--- config.mk ---
export PLATFORM = sky130hd
export DESIGN_NAME = bcd_digit_scanner
export DESIGN_NICKNAME = d
export VERILOG_FILES = /design/src/rtl/scanner_pkg.sv /design/src/rtl/tick_gen.sv /design/src/rtl/bcd_digit_scanner.sv
export SDC_FILE = /design/constraint.sdc
export NUM_CORES = 1
export LEC_CHECK = 0
export ABC_AREA = 0
export CELL_PAD_IN_SITES_DETAIL_PLACEMENT = 0
export CELL_PAD_IN_SITES_GLOBAL_PLACEMENT = 1
export CORE_MARGIN = 4
export CORE_UTILIZATION = 44
export CTS_BUF_LIST = sky130_fd_sc_hd__clkbuf_4 sky130_fd_sc_hd__clkbuf_8 sky130_fd_sc_hd__clkbuf_16
export CTS_CLUSTER_SIZE = 14
export DETAILED_ROUTE_END_ITERATION = 6
export GPL_ROUTABILITY_DRIVEN = 0
export HOLD_SLACK_MARGIN = 0.05
export PLACE_DENSITY = 0.87
export SKIP_LAST_GASP = 1
export SLEW_MARGIN = 5
export SYNTH_ARGS = -nofsm -noshare
export SYNTH_HDL_FRONTEND = slang
export SYNTH_SLANG_ARGS = --single-unit
export TNS_END_PERCENT = 20
--- constraint.sdc ---
create_clock -name clk -period 2.2 [get_ports clk]
set_input_delay 0.44 -clock clk [delete_from_list [all_inputs] [get_ports clk]]
set_output_delay 0.44 -clock clk [all_outputs]
set_load 0.02 [all_outputs]
--- src/rtl/scanner_pkg.sv ---
// rtl/scanner_pkg.sv - shared types, constants and anode helper for the digit scanner
package scanner_pkg;

    typedef logic [3:0] bcd_t;

    localparam bcd_t BCD_MAX = 4'd9;

    // Widest digit row the anode helper can describe.
    localparam int MAX_DIGITS = 32;

    // One-hot select for digit position i; callers truncate to their row width.
    function automatic logic [MAX_DIGITS-1:0] anode_onehot(input int unsigned i);
        return {{(MAX_DIGITS-1){1'b0}}, 1'b1} << i;
    endfunction

endpackage

--- src/rtl/tick_gen.sv ---
// rtl/tick_gen.sv - slot prescaler producing one tick every PRESCALE enabled cycles
module tick_gen #(
    parameter int PRESCALE = 1000
) (
    input  logic clk,
    input  logic rst_n,
    input  logic en,
    output logic tick
);

    localparam int PW = (PRESCALE > 1) ? $clog2(PRESCALE) : 1;

    logic [PW-1:0] pcnt;

    assign tick = en && (pcnt == PW'(PRESCALE - 1));

    // Count enabled cycles, wrap on the tick, freeze while disabled.
    always_ff @(posedge clk or negedge rst_n) begin
        if (!rst_n) begin
            pcnt <= '0;
        end else if (tick) begin
            pcnt <= '0;
        end else if (en) begin
            pcnt <= pcnt + PW'(1);
        end
    end

endmodule

--- src/rtl/bcd_digit_scanner.sv ---
// rtl/bcd_digit_scanner.sv - multiplexed BCD digit scanner; SCANNER_LZ_BLANK_EN enables leading-zero blanking
module bcd_digit_scanner
    import scanner_pkg::*;
#(
    parameter int DIGITS   = 4,
    parameter int PRESCALE = 1000
) (
    input  logic                  clk,
    input  logic                  rst_n,
    input  logic                  en,
    input  logic                  load,
    input  logic [4*DIGITS-1:0]   digits_in,
    output bcd_t                  digit_bcd,
    output logic [DIGITS-1:0]     anode_n,
    output logic                  blank,
    output logic                  frame_done
);

    localparam int IW = $clog2(DIGITS);

    logic                tick;
    logic                boundary;
    logic [IW-1:0]       idx;
    logic [4*DIGITS-1:0] disp_r;
    logic [4*DIGITS-1:0] pend_r;
    logic                pend_v;
    bcd_t                nib;
    logic                lz_dark;
    logic                dark;
    logic [DIGITS-1:0]   sel_oh;

    tick_gen #(
        .PRESCALE (PRESCALE)
    ) u_tick_gen (
        .clk   (clk),
        .rst_n (rst_n),
        .en    (en),
        .tick  (tick)
    );

    assign boundary = tick && (idx == IW'(DIGITS - 1));
    assign nib      = disp_r[{idx, 2'b00} +: 4];
    assign sel_oh   = DIGITS'(anode_onehot(32'(idx)));

`ifdef SCANNER_LZ_BLANK_EN
    // A nonzero slot is dark when it and everything above it is zero.
    assign lz_dark = (idx != '0) && ((disp_r >> {idx, 2'b00}) == '0);
`else
    assign lz_dark = 1'b0;
`endif

    assign dark = !en || (nib > BCD_MAX) || lz_dark;

    // Step the slot index on each prescaler tick, wrapping after the last digit.
    always_ff @(posedge clk or negedge rst_n) begin
        if (!rst_n) begin
            idx <= '0;
        end else if (tick) begin
            idx <= boundary ? '0 : idx + IW'(1);
        end
    end

    // Double buffer: loads land in pend_r, displayed value swaps only at a frame boundary.
    always_ff @(posedge clk or negedge rst_n) begin
        if (!rst_n) begin
            disp_r <= '0;
            pend_r <= '0;
            pend_v <= 1'b0;
        end else if (load && boundary) begin
            disp_r <= digits_in;
            pend_r <= digits_in;
            pend_v <= 1'b0;
        end else if (load) begin
            pend_r <= digits_in;
            pend_v <= 1'b1;
        end else if (boundary && pend_v) begin
            disp_r <= pend_r;
            pend_v <= 1'b0;
        end
    end

    // Register the slot outputs together so digit, anode and blank never skew.
    always_ff @(posedge clk or negedge rst_n) begin
        if (!rst_n) begin
            digit_bcd  <= '0;
            anode_n    <= '1;
            blank      <= 1'b1;
            frame_done <= 1'b0;
        end else begin
            digit_bcd  <= nib;
            anode_n    <= dark ? '1 : ~sel_oh;
            blank      <= dark;
            frame_done <= boundary;
        end
    end

endmodule

==> summary.txt <==
Post-route ant nets - 0
N_diodes - 0
FP Rows - 27
Die ar. - 6900 µm²
Crit path buf inv count - 1
Power Dens Cells - 675 nW/µm²
Core area - 5470 µm²
GRT overflow - 0
Critical path required time - 1.76 ns
Hpwl dp - 3.33 mm
Most common cell after layout, fill and taps aside - dfrtp_1
DRT Wirelength - 4.59 mm
Area growth from synthesis to layout - 20.3%
Port Buffer Count - 29
Post-synthesis register bit count - 55
CTS tree - yes
Total number of yosys warnings - 0
Worst path slowest cell - clkdlybuf4s50_1
Worst path max stage delay - 0.60 ns
Worst-path clk slew - 0.10 ns
Mapped Cells - 199
CTS Sinks - 55
Post-synthesis cell area - 2480 µm²
Worst slew pin tran - 0.597 ns
Setup crit end kind - output port
DR WL/cell - 15.0 µm
CP top delay family - buffers and inverters
Vias - 1595
Cell-by-cell trace of the critical path - clkdlybuf4s50_1
Total GRT Usage - 0.146
Initial Util - 0.453
Fmax - 537 MHz
Setup CP Type - flip-flop to output port
Max-slew violations - 0
Syn Area/Cell - 12.5 µm²
Worst hold path type - primary input to async pin
Fin crit share - 0.846
Placed instance area - 2890 µm²
Synth Net Count - 224
Fin. Hold Viols - 0
Clock Tree Buf Depth - 2
Hold_buf cts - 0
Post-route setup TNS - 0 ns
H-tree depth - 2
Final core utilization - 0.545
Register area share after synthesis - 0.557
Leakage - 1.24 nW
Share of cells above drive strength 1 - 0.196
Initial antenna violation count - 0
# IOs - 30
Data arrival time of the critical path - 1.42 ns
Max VDD drop - 0.000348 V
Vias in the first global route - 1672
Critical path launch point type - flip-flop
Worst-skew pair later-pin latency - 0.31 ns
Num CTS Buffers - 5
Iter 0 DRT Violations - 103
Max-slew headroom - 0.602
Final instance area - 2990 µm²
Setup Viol. Count Final - 0
Min Tclk post-route - 1.86 ns
Critical path peak fanout - 1
Global-route wire length before repair - 8.17 mm
Drt via density - 5.20
Largest net degree at the start of global routing - 36
Post-route clock skew - 0.00865 ns
RSZ-0062 raised after global routing - false
Clock Tree Root - clkbuf_8
Setup bufs post-CTS - 0
Most frequent cells in the layout - 50 x dfrtp_1, 28 x clkdlybuf4s50_1, 24 x inv_1, 18 x mux2_2
Die Y - 83.1 µm
Post-CTS Resized - 0
Number of max-cap violations - 0
Nets@finish - 259
Status - finished clean
Remaining routing DRC violations - 0
Chip Width - 83.1 µm
Drt pass-1 iters - 4
Library cells used by synthesis - 33
-- final timing paths --
check / startpoint / to / slack [ns] / cells after the start
hold reg to reg: pend_r[11]$_DFFE_PN0P_ / pend_r[11]$_DFFE_PN0P_ / 0.51 / 1
max in group asynchronous: rst_n / anode_n[3]$_DFF_PN1_ / 1.51 / 2
min in group clk: pend_r[11]$_DFFE_PN0P_ / pend_r[11]$_DFFE_PN0P_ / 0.51 / 1
hold / removal: rst_n / digit_bcd[2]$_DFF_PN0_ / 0.08 / 1
setup / recovery: anode_n[2]$_DFF_PN1_ / anode_n[2] / 0.34 / 1
setup reg to reg: idx[1]$_DFFE_PN0N_ / disp_r[11]$_DFFE_PN0P_ / 0.37 / 5
-- cell usage after synthesis --
cell type,n,share of area
o21ai_1,2,0.0040
nand3_4,1,0.0071
nor3_2,1,0.0040
buf_6,1,0.0045
mux4_2,4,0.036
mux2_2,18,0.082
o21ai_0,2,0.0040
nand4b_1,2,0.0071
and4_1,3,0.011
a21oi_1,4,0.0081
nor2_1,4,0.0060
nand4_1,3,0.0076
dfstp_2,5,0.053
o22ai_1,17,0.043
or3_1,1,0.0025
nor2b_1,1,0.0025
and2_1,1,0.0025
nor4_4,1,0.0086
buf_4,1,0.0030
ha_1,5,0.025
clkbuf_1,6,0.0091
nand2b_1,2,0.0050
or4_1,2,0.0060
nand2_1,6,0.0091
nor4_1,1,0.0025
o31ai_1,4,0.012
nand3_1,5,0.010
a31oi_1,1,0.0025
inv_1,24,0.036
xnor2_1,2,0.0071
dfrtp_1,50,0.50
nand3b_1,2,0.0060
mux2i_1,17,0.069
-- logic make-up (layout without fill, tap and decap cells) --
kind of cell / after synthesis / count (layout) / synth area share
multiplexers: 39 / 39 / 0.187
AND/OR/NAND/NOR: 36 / 36 / 0.0973
AO/OA/AOI/OAI: 30 / 30 / 0.0736
buffers and inverters: 32 / 68 / 0.0530
XOR/XNOR: 2 / 2 / 0.00706
flip-flops: 55 / 55 / 0.557
adder cells (fa/ha/maj): 5 / 5 / 0.0252
-- metal layers --
layer	up-vias	GRT usage	part of all wire
li1	777	-	-
met1	792	0.183	0.43
met2	22	0.246	0.52
met3	4	0.0337	0.032
met4	0	0.0520	0.0087
met5	-	0	0
-- sequential cells by signal (all words and copies together), names as in the netlist --
| register | count |
|---|---|
| digit_bcd | 4 |
| disp_r | 16 |
| u_tick_gen.pcnt | 10 |
| pend_r | 16 |
| blank | 1 |
| frame_done | 1 |
| idx | 2 |
| pend_v | 1 |
| anode_n | 4 |
-- cell type report --
class / count / area [µm²]
inverters: 24 / 90.1
multi-input cells: 112 / 967
fillers: 501 / 2490
clock buffers: 6 / 76.3
well taps: 72 / 90.1
clock inverters: 2 / 16.3
flip-flops and latches: 55 / 1380
repair buffers: 36 / 363
-- metrics by stage --
| step | std cells | power, mW | hold WS, ns | setup slack [ns] |
|---|---|---|---|---|
| 6_report | 307 | 2.02 | 0.0809 | 0.338 |
| 5_1_grt | 307 | 2.14 | 0.0894 | 0.187 |
| 4_1_cts | 307 | 2.04 | 0.0807 | 0.316 |
| 3_5_place_dp | 299 | 1.46 | 0.429 | 0.150 |
| 3_3_place_gp | 299 | 1.45 | 0.439 | 0.176 |
| 2_1_floorplan | 199 | 1.35 | 0.144 | 0.414 |
-- worst reg2reg max path, delay by kind of cell, from the launching register on --
family                     cells  cell delay (ns)
AOI/OAI and AO/OA              1             0.13
adders and majority gates      1             0.33
DFF                            1             0.56
buffers and inverters          1             0.21
muxes                          1             0.21
and+or+nand+nor                1             0.32
-- power by group --
group | leakage (nW) | internal, mW | switching, mW | total (mW)
clock | 0.0452 | 0.242 | 0.331 | 0.573
combinational | 0.608 | 0.134 | 0.119 | 0.254
sequential | 0.588 | 1.09 | 0.0969 | 1.19
total | 1.24 | 1.47 | 0.547 | 2.02
Power figures use the tool's default switching activity.
==> edit 1, RTL diff (config.mk and constraints unchanged) <==
Set the parameter `DIGITS` to 8 (it was 4).
--- a/src/rtl/bcd_digit_scanner.sv
+++ b/src/rtl/bcd_digit_scanner.sv
@@ -2,7 +2,7 @@
 module bcd_digit_scanner
     import scanner_pkg::*;
 #(
-    parameter int DIGITS   = 4,
+    parameter int DIGITS   = 8,
     parameter int PRESCALE = 1000
 ) (
     input  logic                  clk,
Ports: changed (resized anode_n and digits_in); port bits go from 30 to 50. The function was not compared with the original's and may differ.
==> edit 1 against the unedited design <==
Sequential power increased by 60%. Worst setup slack lost 0.13 ns. Area after synthesis is 60% higher. Cell area up 62%. Sequential cell count up 37. Power increased by 71%. Fmax down 6.6%. Wire length increased by 56%. Die area rose by 53%. Clock skew up 0.0033 ns. Critical endpoint is now disp_r[14].
==> edit 1: results (changes against the unedited design) <==
stage	metric	value	unit	change
place	io_buffers	49		was 29
synthesis	yosysSeqAreaShare	58.4	%	was 55.7%
synthesis	ys_top_cells_by_area	dfrtp_1 52%, mux2_2 11%, dfstp_2 6.0%, mux4_2 4.5%, mux2_4 4.2%		was dfrtp_1 50%, mux2_2 8.2%, mux2i_1 6.9%, dfstp_2 5.3%, o22ai_1 4.3%
timing	skew	0.0119	ns	was 0.00865 ns
global_route	grt_pass1_vias	2500		was 1672
setup_path	rr_endpoint	disp_r[14]		was disp_r[11]
detailed_routing	first_iter_violations	108		was 103
place	dp_hpwl	4.97	mm	was 3.33 mm
clock_tree	cts_htree_levels	3		was 2
final_layout	top_regs	disp_r: 32 flops, pend_r: 32 flops, u_tick_gen.pcnt: 10 flops		was disp_r: 16 flops, pend_r: 16 flops, u_tick_gen.pcnt: 10 flops
outcome	status	completed		unchanged
final_layout	fillCellCount	702		was 501
setup_path	crit_fanout	16		was 1
pwr	ir_worst_vdd	369	uV	was 348 uV
place	placed_cell_area	0.00460	sq mm	was 0.00289 sq mm
setup_path	ff2ff_path_depth	8		was 5
global_route	grt_usage	15.1	%	was 14.6%
global_route	grt_max_degree	82		was 36
final_layout	layout.nets	380		was 259
pwr	leakage	0.00215	uW	was 0.00124 uW
detailed_routing	wirelength	7.17	mm	was 4.59 mm
synthesis	synth_nets	323		was 224
setup_path	critPathArrivalTime	2.27	ns	was 1.42 ns
timing	max-slew-margin-rel	56.1	%	was 60.2%
clock_tree	clk_latency	0.35	ns	was 0.31 ns
setup_path	cp-startpoint	idx[0]		was anode_n[2]
clock_tree	cts_buffers	9		was 5
setup_path	r2r_setup_slack	0.21	ns	was 0.37 ns
-- edit 1: kinds of logic (layout without fill, tap and decap cells) --
| kind of cell | after synthesis | after routing | share of synthesized area [%] |
|---|---|---|---|
| compound gates | 47 | 47 | 9.35 |
| xor+xnor | 7 | 7 | 1.55 |
| fa+ha+maj | 7 | 7 | 2.21 |
| buf+inv | 22 | 84 | 2.59 |
| flops | 92 | 92 | 58.4 |
| mux | 58 | 58 | 19.8 |
| simple gates | 47 | 47 | 6.13 |
-- edit 1: worst min-delay path by stage --
stage	startpoint	to
final	rst_n	pend_r[28]
after global routing	rst_n	pend_r[28]
after CTS	rst_n	pend_r[28]
after detailed placement	rst_n	pend_r[28]
after global placement	rst_n	pend_r[28]
after floorplan	rst_n	digit_bcd[0]
-- edit 1: power breakdown --
part | switching (uW) | internal (uW)
Sequential | 87.3 | 1810
Combinational | 163 | 200
Clock | 570 | 616
-- edit 1: per-stage QoR --
| step | util (%) | setup slack, ns | hold slack, ns | power, uW | std cells |
|---|---|---|---|---|---|
| after floorplan | - | 0.320 | 0.144 | 2130 | 280 |
| after global placement | 52.8 | 0.0689 | 0.297 | 2290 | 433 |
| after detailed placement | 52.8 | 0.0287 | 0.298 | 2300 | 433 |
| after CTS | 55.3 | 0.194 | 0.460 | 3480 | 450 |
| after global routing | 55.3 | 0.0810 | 0.464 | 3620 | 450 |
| final | 55.3 | 0.206 | 0.454 | 3450 | 450 |
-- edit 1: routing by layer --
metal	share of wire [%]	vias to the layer above	routed length, um	GRT usage, %
met5	0	-	0	0
met4	1.7	0	121	6.27
met3	4.7	11	334	2.71
met2	47	48	3350	22.6
met1	47	1219	3370	21.7
li1	-	1141	-	-
-- edit 1: worst max-delay path, stage by stage (launching register included) --
cell and delay (ns):
dfrtp_1 0.39, buf_4 0.18, ha_1 0.23, ha_1 0.26
nand2_4 0.09, clkinv_2 0.07, o21ai_4 0.25, buf_4 0.31
o2bb2ai_1 0.13
-- edit 1: cell type report --
type	count	share of cell area [%]
inverter	6	0.493
multi-input combinational	166	32.0
clock buffer	13	3.45
clock inverter	3	0.959
tap	108	2.80
sequential	92	47.9
timing repair buffer	62	12.3
-- edit 1: what timing repair did --
item,CTS,global route
endpoints found under the hold margin,11,0
hold buffers,1,0
buffers inserted,0,0
==> edit 2, RTL diff (same flow settings) <==
Without the edit above. Register the output `digit_bcd` once more; this adds one clock of latency there. The other outputs are not delayed to match.
--- a/src/rtl/bcd_digit_scanner.sv
+++ b/src/rtl/bcd_digit_scanner.sv
@@ -17,6 +17,8 @@
 );
 
     localparam int IW = $clog2(DIGITS);
+
+    bcd_t digit_bcd_s0;
 
     logic                tick;
     logic                boundary;
@@ -82,17 +84,21 @@
     // Register the slot outputs together so digit, anode and blank never skew.
     always_ff @(posedge clk or negedge rst_n) begin
         if (!rst_n) begin
-            digit_bcd  <= '0;
+            digit_bcd_s0 <= '0;
             anode_n    <= '1;
             blank      <= 1'b1;
             frame_done <= 1'b0;
         end else begin
-            digit_bcd  <= nib;
+            digit_bcd_s0 <= nib;
             anode_n    <= dark ? '1 : ~sel_oh;
             blank      <= dark;
             frame_done <= boundary;
         end
     end
 
+    always_ff @(posedge clk) begin
+        digit_bcd <= digit_bcd_s0;
+    end
+
 endmodule
 
Check against the original RTL: no difference found for any inputs over 10 cycles, from zero or initial values and one cycle with rst_n low; that may be too few to reach the edited logic, so the function may still have changed.
==> edit 2 against the unedited design <==
Worst setup slack worse by 0.012 ns. Clock power up 87%. Power up 29%. Cell area up 4.0%. Area after synthesis up 0.96%. Fmax down 0.64%. Sequential cell count up 4. Sequential power up 6%. Wire length down 2.7%. Critical endpoint is now disp_r[1]. Highest routed layer unchanged.
==> edit 2: results (changes against the unedited design) <==
stage	metric	value	unit	change
outcome	status	completed		unchanged
place	dp_hpwl	3.04	mm	was 3.33 mm
clock_tree	cts_htree_levels	3		was 2
pwr	ir_worst_vdd	525	uV	was 348 uV
setup_path	ff2ff_path_depth	6		was 5
synthesis	async_flop_share	93.2	%	was 100%
clock_tree	clk_pin_slew	0.06	ns	was 0.10 ns
place	placed_cell_area	0.00288	sq mm	was 0.00289 sq mm
global_route	grt_usage	14.4	%	was 14.6%
timing	max-slew-margin-rel	54.6	%	was 60.2%
final_layout	drive_gt1_share	27.5	%	was 19.6%
timing	skew	0.00704	ns	was 0.00865 ns
place	io_buffers	29		unchanged
synthesis	synth_cell_type_count	30		was 33
global_route	grt_first_pass_wirelength	7.78	mm	was 8.17 mm
final_layout	layout.nets	267		was 259
global_route	grt_max_degree	56		was 36
setup_path	rr_endpoint	disp_r[1]		was disp_r[11]
setup_path	r2r_setup_slack	0.33	ns	was 0.37 ns
detailed_routing	wl_per_cell	14.0	um	was 15.0 um
global_route	grt_pass1_vias	1671		was 1672
setup_path	crit_fanout	32		was 1
pwr	leakage	0.00131	uW	was 0.00124 uW
synthesis	synthFlopType	dfrtp_1		unchanged
synthesis	ys_top_cells_by_area	dfrtp_1 50%, mux2_2 8.1%, dfstp_2 5.2%, o21ai_2 4.9%, nand2_1 4.0%		was dfrtp_1 50%, mux2_2 8.2%, mux2i_1 6.9%, dfstp_2 5.3%, o22ai_1 4.3%
synthesis	yosysSeqAreaShare	58.4	%	was 55.7%
clock_tree	cts_setup_buffers	0		unchanged
clock_tree	cts_buffers	9		was 5
timing	worst_hold_slack	0.218	ns	was 0.0809 ns
clock_tree	clk_latency	0.33	ns	was 0.31 ns
synthesis	synth_nets	228		was 224
detailed_routing	num_vias	1630		was 1595
setup_path	r2r_start	u_tick_gen.pcnt[0]		was idx[1]
synthesis	synth_commonest_cells	50 x dfrtp_1, 27 x nand2_1, 18 x mux2_2		was 50 x dfrtp_1, 24 x inv_1, 18 x mux2_2
detailed_routing	first_iter_violations	94		was 103
setup_path	critPathArrivalTime	2.09	ns	was 1.42 ns
final_layout	diodes	0		unchanged
==> edit 2: changes by cell type in the layout (fill, tap and decap cells not counted), moves of 3 or more <==
| cell | unedited run | this run |
|---|---|---|
| dfxtp_1 | 0 | 4 |
| nand2_1 | 6 | 27 |
| o21ai_0 | 2 | 7 |
| o21ai_2 | 0 | 14 |
| nor3_1 | 0 | 3 |
| and4_1 | 3 | 0 |
| clkbuf_8 | 5 | 13 |
| buf_4 | 5 | 9 |
| inv_1 | 24 | 6 |
| mux2i_1 | 17 | 1 |
| o31ai_1 | 4 | 0 |
==> edit 2: area by class of cell <==
class	count	area (sq um)
multi-input cells	126	928
repair buffers	39	373
clock inverters	1	30.0
inverters	7	26.3
well taps	72	90.1
flip-flops and latches	59	1460
clock buffers	15	194
fillers	479	2400
==> edit 2: logic make-up after synthesis <==
logic type / count (synthesis) / synth area share (%)
AOI/OAI and AO/OA: 42 / 11.3
xor gates and xnor gates: 4 / 1.40
adders and majority gates: 5 / 2.50
buffers and inverters: 18 / 4.55
DFF: 59 / 58.4
muxes: 23 / 12.1
and+or+nand+nor: 52 / 9.79
==> edit 2: through the flow <==
step | power (uW) | util [%] | instances | worst slack [ns]
5_1_grt | 2730 | 56.4 | 319 | 0.252
2_1_floorplan | 1430 | - | 203 | 0.451
6_report | 2600 | 56.4 | 319 | 0.326
3_5_place_dp | 1550 | 52.3 | 303 | 0.105
3_3_place_gp | 1540 | 52.3 | 303 | 0.128
4_1_cts | 2630 | 56.4 | 319 | 0.301
==> edit 2: worst max-delay path by stage <==
stage                                  start    endpoint  slack (ns)
after floorplan           u_tick_gen.pcnt[0]  disp_r[10]        0.45
after global placement                    en   disp_r[1]        0.13
final                     u_tick_gen.pcnt[0]   disp_r[1]        0.33
after detailed placement                  en   disp_r[6]        0.11
after global routing      u_tick_gen.pcnt[0]   disp_r[4]        0.25
after CTS                         anode_n[3]  anode_n[3]        0.30
==> edit 2: report_power, final <==
group	switching, uW	internal, uW
registers	86.2	1170
clock network	398	673
logic	126	140
==> edit 2: critical path, stage by stage (launching register included) <==
cell and delay, ns:
dfrtp_1 0.41, ha_1 0.21, nand4bb_1 0.17, or4_1 0.61, buf_12 0.21, nand2_1 0.09
o21ai_2 0.05
==> edit 2: metal layers <==
metal  wire length, um  part of all wire [%]  vias to the layer above  global-route usage [%]
met3               266                   6.0                        2                    6.02
met4                27                  0.60                        0                    6.14
met1              2190                    49                      782                    18.6
met2              1990                    44                       45                    21.2
met5                 0                     0                        -                       0
li1                  -                     -                      801                       -
